`src/rtl/reescalador_pkg.sv`:
```
// reescalador_pkg
// Shared types and constants for the reescalador controller, its qp divider
// and any reference model or sink that follows the rescaled stream.
//   state_t      controller FSM states
//   pos_class_t  coefficient position class inside a 4x4 block
//   sideband_t   per-coefficient sideband carried alongside the datapath
package reescalador_pkg;

  localparam int BLK_COEFS = 16;
  localparam int QP_MAX    = 51;

  typedef enum logic [1:0] {
    ST_IDLE  = 2'd0,
    ST_DIV   = 2'd1,
    ST_RUN   = 2'd2,
    ST_DRAIN = 2'd3
  } state_t;

  typedef enum logic [1:0] {
    POS_EVEN  = 2'd0,  // row and column both even
    POS_ODD   = 2'd1,  // row and column both odd
    POS_MIXED = 2'd2   // one even, one odd
  } pos_class_t;

  typedef struct packed {
    logic       last;
    logic       bypass;
    pos_class_t pos_class;
  } sideband_t;

  // Only the parity of row and column matters, so callers pass idx[2]
  // (row lsb) and idx[0] (column lsb) of the raster index.
  function automatic pos_class_t pos_class_of(input logic row_lsb,
                                              input logic col_lsb);
    if (!row_lsb && !col_lsb) begin
      return POS_EVEN;
    end else if (row_lsb && col_lsb) begin
      return POS_ODD;
    end else begin
      return POS_MIXED;
    end
  endfunction

endpackage

```
`src/rtl/reescalador_qpdiv.sv`:
```
// reescalador_qpdiv
// Iterative divide-by-6 of a 6-bit qp by repeated subtraction.
// Ports:
//   clk, reset   rising-edge clock, synchronous active-high reset
//   start        load dividend and begin (one-cycle pulse)
//   dividend     qp to divide
//   done         combinational: result on quot/rem is final this cycle
//   quot         floor(dividend/6)
//   rem          dividend mod 6 (valid when done; always < 6 then)
// After start, done rises floor(dividend/6) cycles later (first busy cycle
// when the dividend is already below 6). A 6-bit input needs at most 11
// busy cycles and the quotient never exceeds 10, so 4 bits suffice.
module reescalador_qpdiv (
  input  logic       clk,
  input  logic       reset,
  input  logic       start,
  input  logic [5:0] dividend,
  output logic       done,
  output logic [3:0] quot,
  output logic [2:0] rem
);

  logic       busy_q, busy_d;
  logic [5:0] rem_q, rem_d;
  logic [3:0] quot_q, quot_d;

  always_comb begin
    busy_d = busy_q;
    rem_d  = rem_q;
    quot_d = quot_q;
    done   = busy_q && (rem_q < 6'd6);
    if (start) begin
      busy_d = 1'b1;
      rem_d  = dividend;
      quot_d = 4'd0;
    end else if (busy_q) begin
      if (rem_q >= 6'd6) begin
        rem_d  = rem_q - 6'd6;
        quot_d = quot_q + 4'd1;
      end else begin
        busy_d = 1'b0;
      end
    end
  end

  always_ff @(posedge clk) begin
    if (reset) begin
      busy_q <= 1'b0;
      rem_q  <= 6'd0;
      quot_q <= 4'd0;
    end else begin
      busy_q <= busy_d;
      rem_q  <= rem_d;
      quot_q <= quot_d;
    end
  end

  assign quot = quot_q;
  assign rem  = rem_q[2:0];

endmodule

```
`src/rtl/reescalador_ctrl.sv`:
```
// reescalador_ctrl
// Sequencing controller for the reescalador rescaler datapath. Takes one
// header (qp, skip_dc) per 4x4 block, divides qp by 6, then streams the 16
// raster-ordered coefficients into datapath stage 0 with sideband, and
// tracks valid/last through the DP_LAT-stage datapath so the rescaled
// output honours downstream backpressure.
// Ports:
//   clk, reset              clock, synchronous active-high reset
//   hdr_valid/ready         block header handshake; hdr_qp, hdr_skip_dc
//   coef_valid/ready        input coefficient handshake; coef_data
//   dp_en                   advance every datapath stage this cycle
//   dp_in_valid             stage 0 holds a real coefficient
//   dp_coef, dp_pos_class,
//   dp_bypass               stage-0 coefficient and its sideband
//   dp_qp_div6, dp_qp_mod6  current block's qp/6 and qp%6
//   out_valid/out_ready     datapath output handshake; out_last marks idx 15
//   dbg_state               current FSM state (state_t encoding)
// Handshakes: a transfer happens on a rising edge where valid and ready are
// both high; ready never depends on valid, and a producer holds valid and
// data steady until the transfer.
module reescalador_ctrl
  import reescalador_pkg::*;
#(
  parameter int COEF_W = 16,
  parameter int DP_LAT = 2
) (
  input  logic              clk,
  input  logic              reset,
  input  logic              hdr_valid,
  output logic              hdr_ready,
  input  logic [5:0]        hdr_qp,
  input  logic              hdr_skip_dc,
  input  logic              coef_valid,
  output logic              coef_ready,
  input  logic [COEF_W-1:0] coef_data,
  output logic              dp_en,
  output logic              dp_in_valid,
  output logic [COEF_W-1:0] dp_coef,
  output logic [3:0]        dp_qp_div6,
  output logic [2:0]        dp_qp_mod6,
  output logic [1:0]        dp_pos_class,
  output logic              dp_bypass,
  output logic              out_valid,
  input  logic              out_ready,
  output logic              out_last,
  output logic [1:0]        dbg_state
);

  state_t              state_q, state_d;
  logic                skip_dc_q, skip_dc_d;
  logic [3:0]          idx_q, idx_d;
  logic [3:0]          div6_q, div6_d;
  logic [2:0]          mod6_q, mod6_d;
  logic [COEF_W-1:0]   coef_q, coef_d;
  logic [1:0]          pos_q, pos_d;
  logic                byp_q, byp_d;
  logic [DP_LAT-1:0]   vld_q, vld_d;
  logic [DP_LAT-1:0]   last_q, last_d;

  logic                qd_start;
  logic                qd_done;
  logic [3:0]          qd_quot;
  logic [2:0]          qd_rem;
  logic                accept;
  sideband_t           sb;

  reescalador_qpdiv u_qpdiv (
    .clk      (clk),
    .reset    (reset),
    .start    (qd_start),
    .dividend (hdr_qp),
    .done     (qd_done),
    .quot     (qd_quot),
    .rem      (qd_rem)
  );

  // The whole pipeline stalls only when the output stage is full and the
  // consumer refuses it; there are no internal bubbles to squeeze out.
  assign out_valid = vld_q[DP_LAT-1];
  assign dp_en     = !(out_valid && !out_ready);

  always_comb begin
    state_d      = state_q;
    skip_dc_d    = skip_dc_q;
    idx_d        = idx_q;
    div6_d       = div6_q;
    mod6_d       = mod6_q;
    coef_d       = coef_q;
    pos_d        = pos_q;
    byp_d        = byp_q;
    vld_d        = vld_q;
    last_d       = last_q;
    qd_start     = 1'b0;
    hdr_ready    = 1'b0;
    coef_ready   = 1'b0;
    accept       = 1'b0;
    sb.pos_class = pos_class_of(idx_q[2], idx_q[0]);
    sb.bypass    = skip_dc_q && (idx_q == 4'd0);
    sb.last      = (idx_q == 4'(BLK_COEFS - 1));

    case (state_q)
      ST_IDLE: begin
        hdr_ready = 1'b1;
        if (hdr_valid) begin
          qd_start  = 1'b1;
          skip_dc_d = hdr_skip_dc;
          state_d   = ST_DIV;
        end
      end
      ST_DIV: begin
        if (qd_done) begin
          div6_d  = qd_quot;
          mod6_d  = qd_rem;
          idx_d   = 4'd0;
          state_d = ST_RUN;
        end
      end
      ST_RUN: begin
        coef_ready = dp_en;
        accept     = coef_valid && dp_en;
        if (accept) begin
          idx_d = idx_q + 4'd1;
          if (sb.last) begin
            state_d = ST_DRAIN;
          end
        end
      end
      default: begin
      end
    endcase

    if (dp_en) begin
      for (int i = DP_LAT - 1; i >= 1; i--) begin
        vld_d[i]  = vld_q[i-1];
        last_d[i] = last_q[i-1];
      end
      vld_d[0]  = accept;
      last_d[0] = accept && sb.last;
      if (accept) begin
        coef_d = coef_data;
        pos_d  = sb.pos_class;
        byp_d  = sb.bypass;
      end
    end

    // Leave DRAIN on the edge that shifts the final valid out, so the
    // pipeline is already empty in the first IDLE cycle.
    if ((state_q == ST_DRAIN) && (vld_d == '0)) begin
      state_d = ST_IDLE;
    end
  end

  always_ff @(posedge clk) begin
    if (reset) begin
      state_q   <= ST_IDLE;
      skip_dc_q <= 1'b0;
      idx_q     <= 4'd0;
      div6_q    <= 4'd0;
      mod6_q    <= 3'd0;
      coef_q    <= '0;
      pos_q     <= 2'd0;
      byp_q     <= 1'b0;
      vld_q     <= '0;
      last_q    <= '0;
    end else begin
      state_q   <= state_d;
      skip_dc_q <= skip_dc_d;
      idx_q     <= idx_d;
      div6_q    <= div6_d;
      mod6_q    <= mod6_d;
      coef_q    <= coef_d;
      pos_q     <= pos_d;
      byp_q     <= byp_d;
      vld_q     <= vld_d;
      last_q    <= last_d;
    end
  end

  assign dp_in_valid  = vld_q[0];
  assign dp_coef      = coef_q;
  assign dp_qp_div6   = div6_q;
  assign dp_qp_mod6   = mod6_q;
  assign dp_pos_class = pos_q;
  assign dp_bypass    = byp_q;
  assign out_last     = last_q[DP_LAT-1] && out_valid;
  assign dbg_state    = state_q;

endmodule

```
`config.mk`:
```
export PLATFORM = sky130hd
export DESIGN_NAME = reescalador_ctrl
export DESIGN_NICKNAME = d
export VERILOG_FILES = /design/src/rtl/reescalador_pkg.sv /design/src/rtl/reescalador_qpdiv.sv /design/src/rtl/reescalador_ctrl.sv
export SDC_FILE = /design/constraint.sdc
export NUM_CORES = 1
export LEC_CHECK = 0
export CAP_MARGIN = 20
export CORE_UTILIZATION = 52
export CTS_BUF_LIST = sky130_fd_sc_hd__clkbuf_4
export DETAILED_ROUTE_END_ITERATION = 12
export PLACE_DENSITY_LB_ADDON = 0.25
export SYNTH_ARGS = -nofsm -noshare
export SYNTH_HDL_FRONTEND = slang
export SYNTH_SLANG_ARGS = --single-unit
```
`constraint.sdc`:
```
create_clock -name clk -period 4.4 [get_ports clk]
set_input_delay 1.32 -clock clk [delete_from_list [all_inputs] [get_ports clk]]
set_output_delay 1.32 -clock clk [all_outputs]
set_load 0.05 [all_outputs]
```
After elaboration in Yosys (flattened, before gate mapping)
Cells that the tools add are included.

Register bits: 48. Input port bits: 28.

Bitwise gates (word level): 1. Add/subtract/negate cells: 3. Magnitude comparators: 2. Reduce and logical (&&, ||, !) cells: 29. Muxes and demuxes: 22. Equal/unequal tests: 8.

Operator list (count): $mux 6 (3); $mux 2 (7); $reduce_and 2->1 (5); $logic_and 1x1->1 (9); $add 4x1->4 const B (2); $mux 1 (8); $mux 4 (2); $ne 2x2->1 const B (4); $pmux 4 s2 (1); $ge 6x3->1 const B (1); $lt 6x3->1 const B (1); $pmux 2 s3 (1); $reduce_bool 2->1 (3); $sub 6x3->6 const B (1); $reduce_and 5->1 (1); $eq 2x2->1 const B (2); $eq 4x4->1 const B (1); $logic_not 1->1 (4); $logic_not 2->1 (2); $logic_not 4->1 (1); $reduce_or 2->1 (2); $reduce_and 3->1 (1); $reduce_bool 3->1 (1); $eq 2x1->1 const B (1); $not 1->1 (1).

Depth between registers and ports, before layout
Gate-level depths: netlist (run 1).

Depth after elaboration: 9. Mapped depth: 7. Gate-level depth less buffers: 6.

Modules after synthesis
A second synthesis (run 1) with hierarchy kept.

Cells, all modules: 258. Area, all modules: 2208.4 µm².

By module, submodules not included: reescalador_ctrl (times used 1, cells an instance 190, area an instance 1605.3 µm², sequential area each 740.7 µm²); reescalador_qpdiv (times used 1, cells an instance 68, area an instance 603.1 µm², sequential area each 220.2 µm²).

Least setup slack after synthesis (run 1)
Ideal clock, no wire load.

Path type: input to output. Start point: input port out_ready. End point: output port coef_ready. Stages: 3. Setup slack: 0.937 ns. Buffers on the path: 1. Arrival time: 2.143 ns. Data required time: 3.080 ns. Path through: nor2b_1 -> buf_2 -> nor2_1.

Longest elaborated chain between the ends: 4.

RTL lines: start: declaration (RTL line reescalador_ctrl.sv:44) `input logic out_ready,`; $logic_not 1->1 (RTL line reescalador_ctrl.sv:80) `assign dp_en = !(out_valid && !out_ready);`; $logic_and 1x1->1 (RTL line reescalador_ctrl.sv:80); $logic_not 1->1 (RTL line reescalador_ctrl.sv:80); $mux 1 (RTL line reescalador_ctrl.sv:101) `case (state_q)`; end: declaration (RTL line reescalador_ctrl.sv:34) `output logic coef_ready,`.

No other way between the ends.

Worst setup path after layout (run 1)
Start point: input port out_ready. End point: output port dp_en.

Longest elaborated chain between the ends: 3.

RTL lines: $logic_not 1->1 (RTL line reescalador_ctrl.sv:80); $logic_and 1x1->1 (RTL line reescalador_ctrl.sv:80); $logic_not 1->1 (RTL line reescalador_ctrl.sv:80); end: declaration (RTL line reescalador_ctrl.sv:36) `output logic dp_en,`.

No other way between the ends.

==> metrics.cfg, run 1 <==
[die]
ios=62
initial_utilization_pct=55.5
rows=22
fp.coreArea_sq_um=3770
dieArea_sq_um=4280
die_y_um=65.4
die_width_um=65.4

[finish]
antenna-diode-count=0
fill_cells=296
nets=337
layout-drive-gt1-share_pct=5.98
area_growth_pct=33.4

[place]
io_buffers=61
gp_congestion=0.824
pre_cts_ws_ns=0.567
dp_hpwl_mm=3.29

[timing]
fmax_ghz=0.259
finalSetupTns_ns=0
post-route-period-util_pct=87.6
relSlewSlack_pct=51.2
slew_viol_final=0
setup_viol=0
rsz0062_at_grt=false
skew_ns=0.00632
layout_setup_ws_ns=0.544
hold_viol=0
worst_slew_pin_slew_ns=0.730
min_period_ns=3.86
holdWs_ns=0.462

[drt]
drt-pass1-iter-count=4
drtAntennaViolNets=0
wirelength_mm=4.55
via_count=1870
avgRoutedWirePerCell_um=13.0
vias_per_cell=5.36
drt_iter0_drc=99
drc_errors=0

[yosys]
synthXorXnorAreaFrac_pct=2.09
synth_top_family_by_area=simple AND/OR/NAND/NOR gates
synth-seq-area-share_pct=45.9
synthAdderAreaFrac_pct=5.38
synth_area_leaders=dfxtp_1, nand2_1, a21oi_1
synth_simple_gate_area_share_pct=20.6
synth_nets=279
synth-edff-count=0
synth_compound_area_share_pct=16.3
synth_cell_type_count=34
synthFlopType=dfxtp_1
syn_area_sq_um=2090
ys.warnings.count=0
synth_seq_cells=48
synth.top_cell.area_share_pct=45.9
postSynthCellCount=242
post-synth-top-area-cell=dfxtp_1
synthArstFlopShare_pct=0
synth_mux_area_share_pct=5.26
syn_area_per_cell_sq_um=8.64

[global_route]
grt_pass1_wl_mm=7.45
grt_max_degree=21
grt-ovfl-total=0
grt_use_total_pct=23.1
antenna_found_initial=0
grt_pass1_vias=1654

[power]
powerDensity_nw_per_um2=483
cellLeakagePower_nw=1.06
total_power_mw=1.35
vdd.ir_drop.worst_mv=0.308

[worst_setup_path]
path_depth=4
required_ns=3.08
critical_path_class=input port to primary output
reg2reg_to=dp_coef[14]$_SDFFE_PP0P_
worst-path-buf-inv=3
r2r_setup_slack_ns=2.41
crit_slowest_cell=nor2b_1
critPathMaxStageDelay_ns=0.42
cp.arrival_ns=2.54
reg2reg_from=dbg_state[0]$_SDFFE_PP0P_
worstSetupEndpoint=dp_en
rr_worst_depth=7
endpoint_kind=primary output
critPathMaxFanout=9
startpoint=out_ready
crit_family=buffers and inverters
crit_path_cell_trace=clkdlybuf4s50_1 -> nor2b_1 -> inv_2 -> buf_4
crit_path_start_kind=input port

[clocking]
clock_latency_ns=0.37
cts_tree=built
holdBufCountCts=0
clock_path_buffers=2
postCtsSetupBuffers=0
clkTransAtPathRegs_ns=0.13
numClockSinks=48
cts-buffers-inserted=5
cts_resized=0
htree_levels=2
cts_root_buf=clkbuf_4

[run_status]
outcome=complete, no violations

[flow_run]
max_cap_viol_count=0

[worst_hold_path]
hp-class=flip-flop to flip-flop

==> kinds of logic after synthesis <==
| family | count (synthesis) |
|---|---|
| flops | 48 |
| fa+ha+maj | 9 |
| mux | 11 |
| compound gates | 50 |
| simple gates | 95 |
| buf+inv | 24 |
| xor+xnor | 5 |
==> power by group <==
group	switching [mW]	internal (mW)	total [mW]
clock	0.139	0.0671	0.207
sequential	0.0638	0.488	0.552
combinational	0.370	0.218	0.589
==> layer usage <==
layer	up-vias	GRT usage [%]	wire, um
li1	948	-	-
met1	866	30.4	2170
met3	7	6.08	260
met5	-	0	0
met4	0	10.3	80
met2	49	35.1	2040
==> through the flow <==
| step | cell area, sq um | instances | util, % |
|---|---|---|---|
| 2_1_floorplan | 2090 | 242 | - |
| 3_3_place_gp | 2740 | 341 | 72.5 |
| 3_5_place_dp | 2740 | 341 | 72.5 |
| 4_1_cts | 2790 | 349 | 74.0 |
| 5_1_grt | 2790 | 349 | 74.0 |
| 6_report | 2790 | 349 | 74.0 |
==> Yosys cell counts (2+ instances only) <==
library cell	number
nand4_1	4
dfxtp_1	48
nand3_1	5
xor2_1	4
mux2i_1	11
a211oi_1	3
nand2_1	51
a31oi_1	3
o31ai_1	4
a2111oi_4	2
and3_1	2
inv_1	10
and2_1	2
nand3b_1	3
nor2_1	14
clkbuf_1	12
a21oi_1	31
ha_1	9
nor2b_1	2
nor3_1	7
o21ai_0	2
==> placed cells by master, fill, tap and decap left out, types with 2 or more instances in the layout <==
master and count:
clkdlybuf4s50_1 59, clkbuf_4 6, nand4_1 4, nor2_1 14, a2111oi_4 2, o21ai_0 2, nand3b_1 3, nand3_1 5
buf_4 5, nand2_1 51, inv_1 10, mux2i_1 11, o31ai_1 4, nor2b_1 2, ha_1 9, xor2_1 4
dfxtp_1 48, a21oi_1 31, and3_1 2, nor3_1 6, a31oi_1 3, and2_1 2, a211oi_1 3
==> how the worst min path moves through the flow <==
stage | start | endpoint | slack [ns] | cells past startpoint
2_1_floorplan | last_q[1]$_SDFFE_PP0N_ | last_q[1]$_SDFFE_PP0N_ | 0.43 | 2
3_3_place_gp | dp_coef[15]$_SDFFE_PP0P_ | dp_coef[15]$_SDFFE_PP0P_ | 0.44 | 2
3_5_place_dp | dp_coef[13]$_SDFFE_PP0P_ | dp_coef[13]$_SDFFE_PP0P_ | 0.45 | 2
4_1_cts | dp_coef[13]$_SDFFE_PP0P_ | dp_coef[13]$_SDFFE_PP0P_ | 0.47 | 2
5_1_grt | u_qpdiv.rem_q[0]$_SDFFE_PP0P_ | u_qpdiv.rem_q[0]$_SDFFE_PP0P_ | 0.49 | 2
6_report | dp_coef[13]$_SDFFE_PP0P_ | dp_coef[13]$_SDFFE_PP0P_ | 0.46 | 2
==> cell type report <==
class / count / area, sq um / area share [%]
clock inverter: 2 / 11.3 / 0.403
tap: 48 / 60.1 / 2.15
clock buffer: 6 / 45.0 / 1.61
sequential: 48 / 961 / 34.4
inverter: 11 / 41.3 / 1.48
multi-input combinational: 170 / 1040 / 37.4
timing repair buffer: 64 / 628 / 22.5
==> sequential cells by signal (all words and copies together) (netlist names), 3 cells and up <==
name,count
dp_coef,16
u_qpdiv.rem_q,6
dp_qp_mod6,3
idx_q,4
u_qpdiv.quot,4
dp_qp_div6,4
==> tightest hold or removal path, cell delays in order (launching register included) <==
cell and delay, ns:
dfxtp_1 0.33, nand2_1 0.05, a21oi_1 0.05
Power figures use the tool's default switching activity.
==> run 2, diff against run 1 <==
- CORE_UTILIZATION: 52 -> 65
- DONT_BUFFER_PORTS: not set -> 1
- clock period: 4.4 -> 4.2 ns (I/O delays scaled with it)
==> metrics.cfg, run 2 (synthesis gave the netlist of run 1 again) <==
[worst_setup_path]
cp.arrival_ns=1.99  ; was 2.54 ns
critPathMaxStageDelay_ns=0.43  ; was 0.42 ns
crit_family=simple AND/OR/NAND/NOR gates  ; was buffers and inverters
critPathMaxFanout=7  ; was 9
endpoint_kind=primary output  ; unchanged
worst-path-buf-inv=1  ; was 3
crit_slowest_cell=nor2b_1  ; unchanged
critical_path_class=input port to primary output  ; unchanged
crit_path_start_kind=input port  ; unchanged
crit_path_cell_trace=nor2b_1 -> nor2_1 -> buf_4  ; was clkdlybuf4s50_1 -> nor2b_1 -> inv_2 -> buf_4
required_ns=2.94  ; was 3.08 ns

[global_route]
grt-ovfl-total=0  ; unchanged
grt_max_degree=51  ; was 21
grt_pass1_vias=1480  ; was 1,654
top_usage_layer=met2  ; unchanged
grt_use_total_pct=23.8  ; was 23.1%
grt_use_met2_pct=38.0  ; was 35.1%
use_met3_pct=8.35  ; was 6.08%
grt_pass1_wl_mm=6.27  ; was 7.45 mm
met1_usage_pct=29.3  ; was 30.4%
antenna_found_initial=0  ; unchanged

[die]
rows=20  ; was 22
initial_utilization_pct=68.5  ; was 55.5%
die_width_um=58.7  ; was 65.4 um
fp.coreArea_sq_um=3050  ; was 3770 sq um
die_y_um=58.7  ; was 65.4 um
ios=62  ; unchanged
dieArea_sq_um=3450  ; was 4280 sq um

[flow_run]
max_cap_viol_count=0  ; unchanged

[run_status]
outcome=complete, no violations  ; unchanged

[timing]
finalSetupTns_ns=0  ; unchanged
relSlewSlack_pct=49.5  ; was 51.2%
fmax_ghz=0.307
rsz0062_at_grt=false  ; unchanged
setup_viol=0  ; unchanged
slew_viol_final=0  ; unchanged
min_period_ns=3.25
worst_slew_pin_slew_ns=0.755  ; was 0.730 ns
skew_ns=0.00668  ; was 0.00632 ns
holdWs_ns=0.460  ; was 0.462 ns
post-route-period-util_pct=77.4
hold_viol=0  ; unchanged

[place]
gp_congestion=0.838  ; was 0.824
io_buffers=0  ; was 61
dp_hpwl_mm=2.80  ; was 3.29 mm
placed_cells=275  ; was 341

[power]
p_sw_mw=0.578  ; was 0.574 mW
internal_power_mw=0.785  ; was 0.774 mW
powerDensity_nw_per_um2=621  ; was 483 nW/um^2
p_seq_share_pct=50.2  ; was 41.0%
swShare_pct=42.4  ; was 42.6%
pwr-share-comb_pct=30.0  ; was 43.7%
vdd.ir_drop.worst_mv=0.340  ; was 0.308 mV
cellLeakagePower_nw=0.841  ; was 1.06 nW
p_clk_share_pct=19.8  ; was 15.3%

[clocking]
clock_path_buffers=2  ; unchanged
clock_latency_ns=0.36  ; was 0.37 ns
cts-buffers-inserted=5  ; unchanged
cts_resized=0  ; unchanged
postCtsSetupBuffers=0  ; unchanged
clkTransAtPathRegs_ns=0.13  ; about the same
numClockSinks=48  ; unchanged
cts_tree=built  ; unchanged
htree_levels=2  ; unchanged
cts_root_buf=clkbuf_4  ; unchanged
holdBufCountCts=0  ; unchanged

[finish]
largest_register_ffs=16  ; unchanged
antenna-diode-count=0  ; unchanged
mostFrequentLayoutCell=nand2_1  ; was clkdlybuf4s50_1
area_growth_pct=5.02  ; was 33.4%
fin_cells=283  ; was 349
layout-drive-gt1-share_pct=6.69  ; was 5.98%
layout_common_cells=nand2_1, dfxtp_1, a21oi_1, nor2_1, mux2i_1  ; was clkdlybuf4s50_1, nand2_1, dfxtp_1, a21oi_1, nor2_1
nets=275  ; was 337

[drt]
drt_iter0_drc=84  ; was 99
vias_per_cell=5.98  ; was 5.36
drc_errors=0  ; unchanged
drt-pass1-iter-count=4  ; unchanged
avgRoutedWirePerCell_um=14.0  ; was 13.0 um
via_count=1692  ; was 1,870
wirelength_mm=3.97  ; was 4.55 mm
drtAntennaViolNets=0  ; unchanged

[worst_hold_path]
hp-class=flip-flop to flip-flop  ; unchanged

-- run 2: changes by cell type in the layout (fill, tap and decap cells not counted) --
cell,previous run,this run
buf_4,5,2
clkinv_1,1,0
bufinv_16,0,1
clkdlybuf4s50_1,59,0
clkbuf_4,6,5
clkinv_2,0,1
-- run 2: tightest hold or removal path: cells and delay by family (launching register included) --
family | cells | cell delay [ns]
AND/OR/NAND/NOR | 1 | 0.05
AO/OA/AOI/OAI | 1 | 0.05
flip-flops | 1 | 0.33
-- run 2: path summary, 6_finish.rpt --
check | slack [ns] | cells after the start | startpoint | endpoint
min reg2reg | 0.46 | 2 | skip_dc_q$_SDFFE_PP0P_ | skip_dc_q$_SDFFE_PP0P_
max reg2reg | 1.73 | 5 | vld_q[1]$_SDFF_PP0_ | dp_coef[4]$_SDFFE_PP0P_
max | 0.95 | 3 | out_ready | coef_ready
min | 0.46 | 2 | skip_dc_q$_SDFFE_PP0P_ | skip_dc_q$_SDFFE_PP0P_
-- run 2: per-layer routing --
metal	vias to the layer above	routed length (um)
met5	-	0
met4	0	53
met3	7	323
met2	69	1840
met1	789	1750
li1	827	-
-- run 2: cell type report --
class	instances	area [sq um]
Clock buffer	5	37.5
Clock inverter	3	42.5
Fill cell	268	856
Inverter	11	41.3
Multi-Input combinational cell	170	1040
Sequential cell	48	961
Tap cell	44	55.1
Timing Repair Buffer	2	15.0
-- run 2: power by group through the flow --
stage          Sequential [mW]  Clock, mW  Combinational [mW]
3_3_place_gp             0.692          0               0.399
2_1_floorplan            0.673          0               0.351
5_1_grt                  0.694      0.299               0.450
6_report                 0.684      0.270               0.409
3_5_place_dp             0.695          0               0.409
4_1_cts                  0.684      0.276               0.410
-- run 2: through the flow --
step	power [mW]	worst slack (ns)	util [%]	cell area (sq um)
after global routing	1.44	0.811	72.0	2200
after detailed placement	1.10	0.951	69.3	2120
after CTS	1.37	0.940	72.0	2200
after floorplan	1.02	0.857	-	2090
final	1.36	0.948	72.0	2200
after global placement	1.09	0.954	69.3	2120
==> run 3, diff against run 2 <==
- CORE_UTILIZATION: 65 -> 59
- clock period: 4.2 -> 2.9 ns (I/O delays scaled with it)
==> metrics.cfg, run 3 (synthesis gave the netlist of run 1 again) <==
[finish]
antenna-diode-count=0  ; unchanged
area_growth_pct=5.62  ; was 5.02%
layout-drive-gt1-share_pct=7.08  ; was 6.69%
fin_cells=286  ; was 283
layout_common_cells=nand2_1, dfxtp_1, a21oi_1, nor2_1, mux2i_1  ; unchanged
nets=278  ; was 275
largest_register_ffs=16  ; unchanged
design_area_sq_um=2210  ; was 2200 sq um
mostFrequentLayoutCell=nand2_1  ; unchanged

[timing]
relSlewSlack_pct=50.1  ; was 49.5%
finalSetupTns_ns=0  ; unchanged
slew_viol_final=0  ; unchanged
hold_viol=0  ; unchanged
min_period_ns=2.75
setup_viol=0  ; unchanged
worst_slew_pin_slew_ns=0.746  ; was 0.755 ns
layout_setup_ws_ns=0.146  ; was 0.948 ns
skew_ns=0.00544  ; was 0.00668 ns
fmax_ghz=0.363
rsz0062_at_grt=false  ; unchanged
post-route-period-util_pct=95.0

[clocking]
cts_root_buf=clkbuf_4  ; unchanged
htree_levels=2  ; unchanged
holdBufCountCts=0  ; unchanged
numClockSinks=48  ; unchanged
clkTransAtPathRegs_ns=0.12  ; was 0.13 ns
clock_latency_ns=0.35  ; was 0.36 ns
cts-buffers-inserted=5  ; unchanged
postCtsSetupBuffers=0  ; unchanged
cts_tree=built  ; unchanged
cts_resized=0  ; unchanged
clock_path_buffers=2  ; unchanged

[worst_setup_path]
endpoint_kind=primary output  ; unchanged
reg2reg_from=dbg_state[1]$_SDFFE_PP0P_  ; was vld_q[1]$_SDFF_PP0_
critPathMaxStageDelay_ns=0.74  ; was 0.43 ns
rr_worst_depth=5  ; unchanged
critPathMaxFanout=7  ; unchanged
critical_path_class=flip-flop to primary output  ; was input port to primary output
crit_path_cell_trace=ha_1 -> inv_1 -> nor2_1 -> buf_4  ; was nor2b_1 -> nor2_1 -> buf_4
reg2reg_to=dbg_state[0]$_SDFFE_PP0P_  ; was dp_coef[4]$_SDFFE_PP0P_
crit_path_start_kind=flip-flop  ; was input port
crit_slowest_cell=dfxtp_1  ; was nor2b_1
required_ns=2.03  ; was 2.94 ns
r2r_setup_slack_ns=0.66  ; was 1.73 ns
cp.arrival_ns=1.88  ; was 1.99 ns

[die]
die_width_um=61.5  ; was 58.7 um
rows=21  ; was 20
dieArea_sq_um=3790  ; was 3450 sq um
initial_utilization_pct=62.2  ; was 68.5%
die_y_um=61.5  ; was 58.7 um
ios=62  ; unchanged
fp.coreArea_sq_um=3360  ; was 3050 sq um

[place]
dp_hpwl_mm=2.81  ; was 2.80 mm
place_area_sq_um=2140  ; was 2120 sq um
io_buffers=0  ; unchanged
gp_congestion=0.855  ; was 0.838
placed_cells=280  ; was 275
pre_cts_ws_ns=0.478  ; was 0.951 ns

[global_route]
antenna_found_initial=0  ; unchanged
use_met3_pct=9.87  ; was 8.35%
grt_pass1_wl_mm=6.29  ; was 6.27 mm
grt_pass1_vias=1483  ; was 1,480
grt_use_met2_pct=35.2  ; was 38.0%
grt_use_total_pct=23.1  ; was 23.8%
grt-ovfl-total=0  ; unchanged
met1_usage_pct=29.2  ; was 29.3%
grt_max_degree=51  ; unchanged
top_usage_layer=met2  ; unchanged

[drt]
avgRoutedWirePerCell_um=14.3  ; was 14.0 um
via_count=1635  ; was 1,692
vias_per_cell=5.72  ; was 5.98
wirelength_mm=4.09  ; was 3.97 mm
drc_errors=0  ; unchanged
drtAntennaViolNets=0  ; unchanged
drt-pass1-iter-count=4  ; unchanged
drt_iter0_drc=111  ; was 84

[power]
vdd.ir_drop.worst_mv=0.504  ; was 0.340 mV
total_power_mw=1.96  ; was 1.36 mW
powerDensity_nw_per_um2=886  ; was 621 nW/um^2
cellLeakagePower_nw=0.853  ; was 0.841 nW

[worst_hold_path]
worstHoldStart=last_q[1]$_SDFFE_PP0N_  ; was skip_dc_q$_SDFFE_PP0P_
hp-class=flip-flop to flip-flop  ; unchanged
hold_path_depth=2  ; unchanged
whs_endpoint=last_q[1]$_SDFFE_PP0N_  ; was skip_dc_q$_SDFFE_PP0P_

[run_status]
outcome=complete, no violations  ; unchanged

[flow_run]
max_cap_viol_count=0  ; unchanged

[run 3: cell types whose count changed in the layout (fill, tap and decap cells not counted)]
cell / delta
clkinv_2: -1
clkinvlp_4: -1
buf_4: +3
[run 3: worst max path at each step]
| stage | from | end | slack (ns) |
|---|---|---|---|
| global placement | dbg_state[1]$_SDFFE_PP0P_ | coef_ready | 0.53 |
| CTS | dbg_state[1]$_SDFFE_PP0P_ | coef_ready | 0.13 |
| finish | dbg_state[1]$_SDFFE_PP0P_ | coef_ready | 0.15 |
| global route | dbg_state[1]$_SDFFE_PP0P_ | coef_ready | 0.04 |
| floorplan | dbg_state[1]$_SDFFE_PP0P_ | coef_ready | 0.31 |
| detailed placement | out_ready | dp_pos_class[0]$_SDFFE_PP0P_ | 0.48 |
[run 3: area by class of cell]
class                           count  area [sq um]
Fill cell                         321          1150
Multi-Input combinational cell    170          1040
Sequential cell                    48           961
Tap cell                           46          57.6
Inverter                           11          41.3
Clock buffer                        5          37.5
Timing Repair Buffer                5          37.5
Clock inverter                      1          30.0
[run 3: worst max-delay path, delay by kind of cell (launching register included)]
family                     cells  cell delay, ns
buffers and inverters          2            0.35
DFF                            1            0.74
and+or+nand+nor                1            0.13
adders and majority gates      1            0.33
[run 3: metal layers]
metal  vias up  part of all wire, %
met5         -                    0
met2        43                   46
met3         7                  7.3
li1        828                    -
met4         0                  1.3
met1       757                   45
[run 3: per-stage QoR]
step / utilization [%] / hold WS, ns
after CTS: 65.7 / 0.451
after detailed placement: 63.7 / 0.435
after global routing: 65.7 / 0.478
final: 65.7 / 0.449
after floorplan: - / 0.427
after global placement: 63.7 / 0.438
[run 3: power by group]
part | total, mW | switching (mW) | internal (mW)
clock network | 0.360 | 0.188 | 0.173
logic | 0.638 | 0.413 | 0.225
registers | 0.959 | 0.219 | 0.740
